===== src/rtl/uram_wr_addr_gen.sv =====
// rtl/uram_wr_addr_gen.sv - URAM write address generator for the convolution output path
// Drops pipeline-fill beats, writes valid results at a stride of 16, flags row/frame ends.
module uram_wr_addr_gen #(
    parameter int IMG_W         = 4,
    parameter int IMG_H         = 4,
    parameter int NUMBER_OF_REG = 1,
    parameter int URAM_A_W      = 23
) (
    input  logic                clk,
    input  logic                rst,
    input  logic                ce,
    input  logic                start,
    input  logic                in_valid,
    output logic [URAM_A_W-1:0] uram_wr_addr,
    output logic                uram_wr_en,
    output logic                row_done,
    output logic                frame_done,
    output logic                overflow,
    output logic                busy
);

    localparam int CW = (IMG_W > 1) ? $clog2(IMG_W) : 1;
    localparam int RW = (IMG_H > 1) ? $clog2(IMG_H) : 1;
    localparam int NR = NUMBER_OF_REG;

    localparam logic [1:0] S_RST   = 2'd0;
    localparam logic [1:0] S_IDLE  = 2'd1;
    localparam logic [1:0] S_WRITE = 2'd2;
    localparam logic [1:0] S_DONE  = 2'd3;

    localparam logic [CW-1:0]       COL_LAST    = CW'(IMG_W - 1);
    localparam logic [RW-1:0]       ROW_LAST    = RW'(IMG_H - 1);
    localparam logic [URAM_A_W-1:0] ADDR_STRIDE = URAM_A_W'(16);

    logic [1:0]          state_q, state_d;
    logic [CW-1:0]       col_cnt_q, col_cnt_d;
    logic [RW-1:0]       row_cnt_q, row_cnt_d;
    logic [URAM_A_W-1:0] wr_addr_next_q, wr_addr_next_d;
    logic                overflow_q, overflow_d;

    logic [NR-1:0]               pipe_en_q, pipe_en_d;
    logic [NR-1:0]               pipe_row_q, pipe_row_d;
    logic [NR-1:0]               pipe_frame_q, pipe_frame_d;
    logic [NR-1:0][URAM_A_W-1:0] pipe_addr_q, pipe_addr_d;

    logic start_c;
    logic accept;
    logic col_last;
    logic row_last;
    logic valid_res;

    always_comb begin
        start_c   = ce && start;
        // A start in the same cycle as a beat takes priority; the beat is dropped.
        accept    = ce && in_valid && !start && (state_q == S_WRITE);
        col_last  = (col_cnt_q == COL_LAST);
        row_last  = (row_cnt_q == ROW_LAST);
        valid_res = accept && (32'(col_cnt_q) >= 32'd2) && (32'(row_cnt_q) >= 32'd2);

        state_d        = state_q;
        col_cnt_d      = col_cnt_q;
        row_cnt_d      = row_cnt_q;
        wr_addr_next_d = wr_addr_next_q;
        overflow_d     = overflow_q;

        case (state_q)
            S_RST: begin
                state_d = S_IDLE;
            end
            S_IDLE, S_DONE: begin
                if (start_c) begin
                    state_d        = S_WRITE;
                    col_cnt_d      = '0;
                    row_cnt_d      = '0;
                    wr_addr_next_d = '0;
                end
            end
            S_WRITE: begin
                if (start_c) begin
                    col_cnt_d      = '0;
                    row_cnt_d      = '0;
                    wr_addr_next_d = '0;
                end else if (accept) begin
                    if (col_last) begin
                        col_cnt_d = '0;
                        row_cnt_d = row_last ? '0 : row_cnt_q + 1'b1;
                    end else begin
                        col_cnt_d = col_cnt_q + 1'b1;
                    end
                    if (valid_res) begin
                        wr_addr_next_d = wr_addr_next_q + ADDR_STRIDE;
                    end
                    if (col_last && row_last) begin
                        state_d = S_DONE;
                    end
                end
            end
            default: begin
                state_d = S_RST;
            end
        endcase

        if (start_c) begin
            overflow_d = 1'b0;
        end else if (ce && in_valid && (state_q != S_WRITE)) begin
            overflow_d = 1'b1;
        end
    end

    // Output delay line; it shifts regardless of ce so in-flight writes always drain.
    always_comb begin
        pipe_en_d    = pipe_en_q;
        pipe_row_d   = pipe_row_q;
        pipe_frame_d = pipe_frame_q;
        pipe_addr_d  = pipe_addr_q;

        pipe_en_d[0]    = valid_res;
        pipe_row_d[0]   = valid_res && col_last;
        pipe_frame_d[0] = valid_res && col_last && row_last;
        pipe_addr_d[0]  = valid_res ? wr_addr_next_q : pipe_addr_q[0];

        for (int i = 1; i < NR; i++) begin
            pipe_en_d[i]    = pipe_en_q[i-1];
            pipe_row_d[i]   = pipe_row_q[i-1];
            pipe_frame_d[i] = pipe_frame_q[i-1];
            pipe_addr_d[i]  = pipe_en_q[i-1] ? pipe_addr_q[i-1] : pipe_addr_q[i];
        end
    end

    always_ff @(posedge clk) begin
        if (rst) begin
            state_q        <= S_RST;
            col_cnt_q      <= '0;
            row_cnt_q      <= '0;
            wr_addr_next_q <= '0;
            overflow_q     <= 1'b0;
            pipe_en_q      <= '0;
            pipe_row_q     <= '0;
            pipe_frame_q   <= '0;
            pipe_addr_q    <= '0;
        end else begin
            if (ce) begin
                state_q        <= state_d;
                col_cnt_q      <= col_cnt_d;
                row_cnt_q      <= row_cnt_d;
                wr_addr_next_q <= wr_addr_next_d;
                overflow_q     <= overflow_d;
            end
            pipe_en_q    <= pipe_en_d;
            pipe_row_q   <= pipe_row_d;
            pipe_frame_q <= pipe_frame_d;
            pipe_addr_q  <= pipe_addr_d;
        end
    end

    assign uram_wr_en   = pipe_en_q[NR-1];
    assign uram_wr_addr = pipe_addr_q[NR-1];
    assign row_done     = pipe_row_q[NR-1];
    assign frame_done   = pipe_frame_q[NR-1];
    assign overflow     = overflow_q;
    assign busy         = (state_q == S_WRITE);

endmodule

===== config.mk =====
export PLATFORM = sky130hd
export DESIGN_NAME = uram_wr_addr_gen
export DESIGN_NICKNAME = d
export VERILOG_FILES = /design/src/rtl/uram_wr_addr_gen.sv
export SDC_FILE = /design/constraint.sdc
export NUM_CORES = 1
export LEC_CHECK = 0
export CORE_AREA = 2 2 90 92
export CTS_BUF_LIST = sky130_fd_sc_hd__clkbuf_4 sky130_fd_sc_hd__clkbuf_8
export CTS_CLUSTER_DIAMETER = 120
export CTS_CLUSTER_SIZE = 20
export DETAILED_ROUTE_END_ITERATION = 8
export DIE_AREA = 0 0 92 94
export SETUP_SLACK_MARGIN = 0.05
export SLEW_MARGIN = 0
export SYNTH_ARGS = -nofsm -noshare
export SYNTH_HDL_FRONTEND = slang
export SYNTH_SLANG_ARGS = --single-unit

===== constraint.sdc =====
create_clock -name clk -period 2.23 [get_ports clk]
set_input_delay 0.446 -clock clk [delete_from_list [all_inputs] [get_ports clk]]
set_output_delay 0.446 -clock clk [all_outputs]
set_load 0.03 [all_outputs]

; ---- After elaboration in Yosys (flattened, before gate mapping)
; Index checks and enable logic that the tools add are counted.
[word_totals]
regBits = 56
in_bits = 5
[classes]
n_addsub = 3
n_lt_le_gt_ge = 2
n_eq_ne = 13
n_mux = 22
n_reduce_logical = 20
[ops]
columns = operator, n
row1 = two-way mux 23 bit, 4
row2 = one-hot mux 23 bit (2 select lines), 1
row3 = two-way mux 2 bit, 12
row4 = adder 23 x 5 -> 23 bit (second input constant), 1
row5 = AND reduction 5 bit, 3
row6 = logical AND 1 bit, 10
row7 = inequality test 3 x 1 -> 1 bit (second input constant), 3
row8 = equality test 2 bit (second input constant), 4
row9 = one-hot mux 2 bit (2 select lines), 2
row10 = inequality test 2 bit (second input constant), 3
row11 = one-hot mux 2 bit (3 select lines), 1
row12 = adder 2 x 1 -> 2 bit (second input constant), 2
row13 = greater-or-equal comparator 2 bit (second input constant), 2
row14 = inequality test 2 x 1 -> 1 bit (second input constant), 2
row15 = AND reduction 4 bit, 1
row16 = nonzero test 2 bit, 2
row17 = equality test 2 x 1 -> 1 bit (second input constant), 1
row18 = logical NOT 2 bit, 1
row19 = two-way mux 1 bit, 2
row20 = AND reduction 2 bit, 1
row21 = OR reduction 2 bit, 1
row22 = logical NOT 1 bit, 1

; ---- Longest topological paths before layout
[logic_depth]
ltp_word = 9
mapped_depth = 8

; ---- Least setup slack after synthesis
; Ideal clock, no wire load.
[synth_path]
path_type = input to register
start = input start
end = register wr_addr_next_q[11]
setup_ns = 0.060
arrival_time_ns = 1.848
slack_ns = 0.322
cell_stages = 4
n_path_buf = 0
path_cell_list = nand4bb_1 > or4_1 > or4_2 > nand2_1
[synth_via]
elab_chain_cells = 7
elab_cells_between_ends = 12
classes_between = eq/ne (3) / mux (2) / reduce/logical (7)
[synth_lines]
columns = element, line_no
row1 = from (decl), 12  ; input logic start,
row2 = logical NOT 1 bit, 55  ; accept = ce && in_valid && !start && (state_q == S_WRITE);
row3 = logical AND 1 bit (2 in a row), 55
row4 = logical AND 1 bit (2 in a row), 58  ; valid_res = accept && (32'(col_cnt_q) >= 32'd2) && (32'(row_cnt_q) >= 32'd2);
row5 = inequality test 3 x 1 -> 1 bit (no line), --
row6 = AND reduction 5 bit (no line), --
row7 = to (signal assigned), 146  ; wr_addr_next_q <= wr_addr_next_d;
row8 = to (decl), 38  ; logic [URAM_A_W-1:0] wr_addr_next_q, wr_addr_next_d;
; Parallel ways exist; a longest one is shown, timed or not.
; A chain may end at the register's enable or synchronous reset.

; ---- Worst setup path after layout
; Ends and elaborated chain as after synthesis.

==> impl_metrics.toml <==
[final_layout]
diodes = 0
multi_input_comb_area_mm2 = 0.001127
drive_gt1_share_pct = 14.52
final_area_mm2 = 0.002859
register_area_um2 = 960.9
nNetsFinal = 319
area_growth_pct = 28.59
nFillCells = 827

[floorplan]
rows = 32
die_area_mm2 = 0.008648
die_w_um = 92
coreArea_mm2 = 0.007607
die_y_um = 94
io_pins = 33
initial_core_util_pct = 29.23

[synthesis]
synth_edf_count = 0
synth.distinct_cells = 46
async_flop_share_pct = 0
yosys_warnings = 0
ys.flop_type = "dfxtp_1"
syn_area_mm2 = 0.002223
yosysSeqAreaShare_pct = 43.22
synth_commonest_cells = "dfxtp_1 (48), nand2_1 (48), a21oi_1 (34)"
synth_top_area_share_pct = 43.22
ys_seq_elements = 48
yosys-top-cells-area = "dfxtp_1 (43%), nand2_1 (8.1%), a21oi_1 (7.7%)"
postSynthCellCount = 262
synth_top_cell_by_area = "dfxtp_1"
syn_area_per_cell_um2 = 8.486

[drt]
ant_nets = 0
wl_per_cell_um = 12.91
dr.pass1.iters = 4
wirelength_um = 5317
drt_iter0_drc = 105
drcViolationCount = 0
vias_per_cell = 4.942
vias = 2036

[grt]
first_global_vias = 1848
grt_overflow = 0
grt_pass1_wl_um = 8983
antenna_found_initial = 0
grt_max_degree = 23
track_usage_pct = 12.89

[power]
max-vdd-ir-drop_v = 0.0002441
leakage_uw = 0.001007
power.density_mw_per_mm2 = 580.0

[timing]
min_period_ps = 2071
hold_ws_ps = 457.0
hold_violations = 0
fmax_ghz = 0.4828
setup_viol = 0
grt_setup_unrepaired = "false"
final.setup_skew_ps = 8.659
report.final.slew_viol_count = 0
post-route-period-util_pct = 92.88

[critical_path]
startpoint = "start"
r2r_setup_slack_ps = 230
r2r_start = "wr_addr_next_q[4]"
cp_max_fo = 3
cp-endpoint = "wr_addr_next_q[11]"
critPathLaunchType = "primary input"
r2r-end = "wr_addr_next_q[20]"
cp.arrival_ps = 2320
endpoint_kind = "flip-flop"
worstPathRequired_ps = 2480
worstSetupPathType = "primary input to flip-flop"
worst_r2r_path_depth = 5

[placement]
dpl.hpwl_um = 3905
globalplace.congestion = 0.8447
io_buffer_count = 28
dpl_cell_area_mm2 = 0.002733

[clock_tree]
clockBufferDepth = 2
numCtsBuffers = 5
cts_sinks = 48
htree_levels = 2
clk_pin_slew_ps = 90
cts_resized = 0
cts_setup_buffers = 0
root_buffer = "clkbuf_8"
cts_tree = "built"
ctsHoldBuffers = 0
clock_latency_ps = 310

[run_status]
status = "completed"

[run]
cap_violations = 0

[worst_hold_path]
hold_class = "flip-flop to flip-flop"
min_from = "uram_wr_addr[17]"
hold_depth = 2
## sequential cells by signal, indices dropped and copies added (netlist names)
| name | flops |
|---|---|
| state_q | 2 |
| row_cnt_q | 2 |
| col_cnt_q | 2 |
| frame_done | 1 |
| uram_wr_en | 1 |
| overflow | 1 |
| uram_wr_addr | 19 |
| wr_addr_next_q | 19 |
| row_done | 1 |
## worst min path at each step
stage / slack (ps) / to
6_report: 460 / uram_wr_addr[17]
3_3_place_gp: 440 / uram_wr_addr[8]
3_5_place_dp: 450 / uram_wr_addr[15]
2_1_floorplan: 440 / uram_wr_addr[22]
4_1_cts: 460 / uram_wr_addr[15]
5_1_grt: 480 / uram_wr_addr[20]
## logic make-up after synthesis
| family | share of synthesized area, % |
|---|---|
| buf+inv | 6.809 |
| other cells | 0.1687 |
| compound gates | 17.90 |
| mux | 2.364 |
| flops | 43.22 |
| fa+ha+maj | 2.814 |
| simple gates | 26.73 |
## critical path: stages
cell and delay [ps]:
clkdlybuf4s50_1 440, nand4bb_1 240, or4_1 570, or4_2 550
nand2_1 80
## where the power goes
part           total [uW]  internal [uW]  leakage (uW)  switching, uW
logic                93.7           38.4      0.000556           55.4
registers             865            860      0.000387           5.07
clock network         700            396     0.0000645            303
## per-stage QoR
step           total power [uW]  util (%)  TNS [ps]  setup slack (ps)  cells
2_1_floorplan             947.6         -         0             321.6    265
3_3_place_gp              978.7     35.92    -780.9            -117.7    404
3_5_place_dp              978.9     35.92     -1253            -158.7    404
4_1_cts                    1677     37.58         0             157.8    412
5_1_grt                    1729     37.58         0             52.95    412
6_report                   1658     37.58         0             158.9    412
## placed cells by master, fill, tap and decap left out, types with 2 or more instances in the layout
cell type / n
nor2_1: 13
o211a_1: 2
a21oi_1: 34
nand4_1: 4
conb_1: 4
o31ai_1: 8
o21ai_0: 4
o41ai_1: 3
nand3_1: 6
clkbuf_8: 7
dfxtp_1: 48
inv_1: 7
a31oi_1: 3
o211ai_1: 4
clkdlybuf4s50_1: 28
or4_1: 9
buf_4: 28
nor4_1: 2
nand2b_1: 4
nor3_1: 5
mux2_2: 2
ha_1: 5
nand2_1: 48
nand3b_1: 2
mux2i_1: 3
and2_1: 4
or3_1: 4
## layer usage
layer  wire [um]  track usage [%]
met5           0                0
met4          92            4.104
met3         230            3.371
met2        2320            19.98
met1        2673            17.52
## final cells by class
class | instances | share of cell area (%)
Multi-Input combinational cell | 191 | 39.43
Timing Repair Buffer | 56 | 17.16
Clock buffer | 7 | 3.370
Tap cell | 102 | 4.464
Sequential cell | 48 | 33.61
Inverter | 7 | 0.9190
Clock inverter | 1 | 1.050
Note: power is estimated with default switching activity, not from simulation.
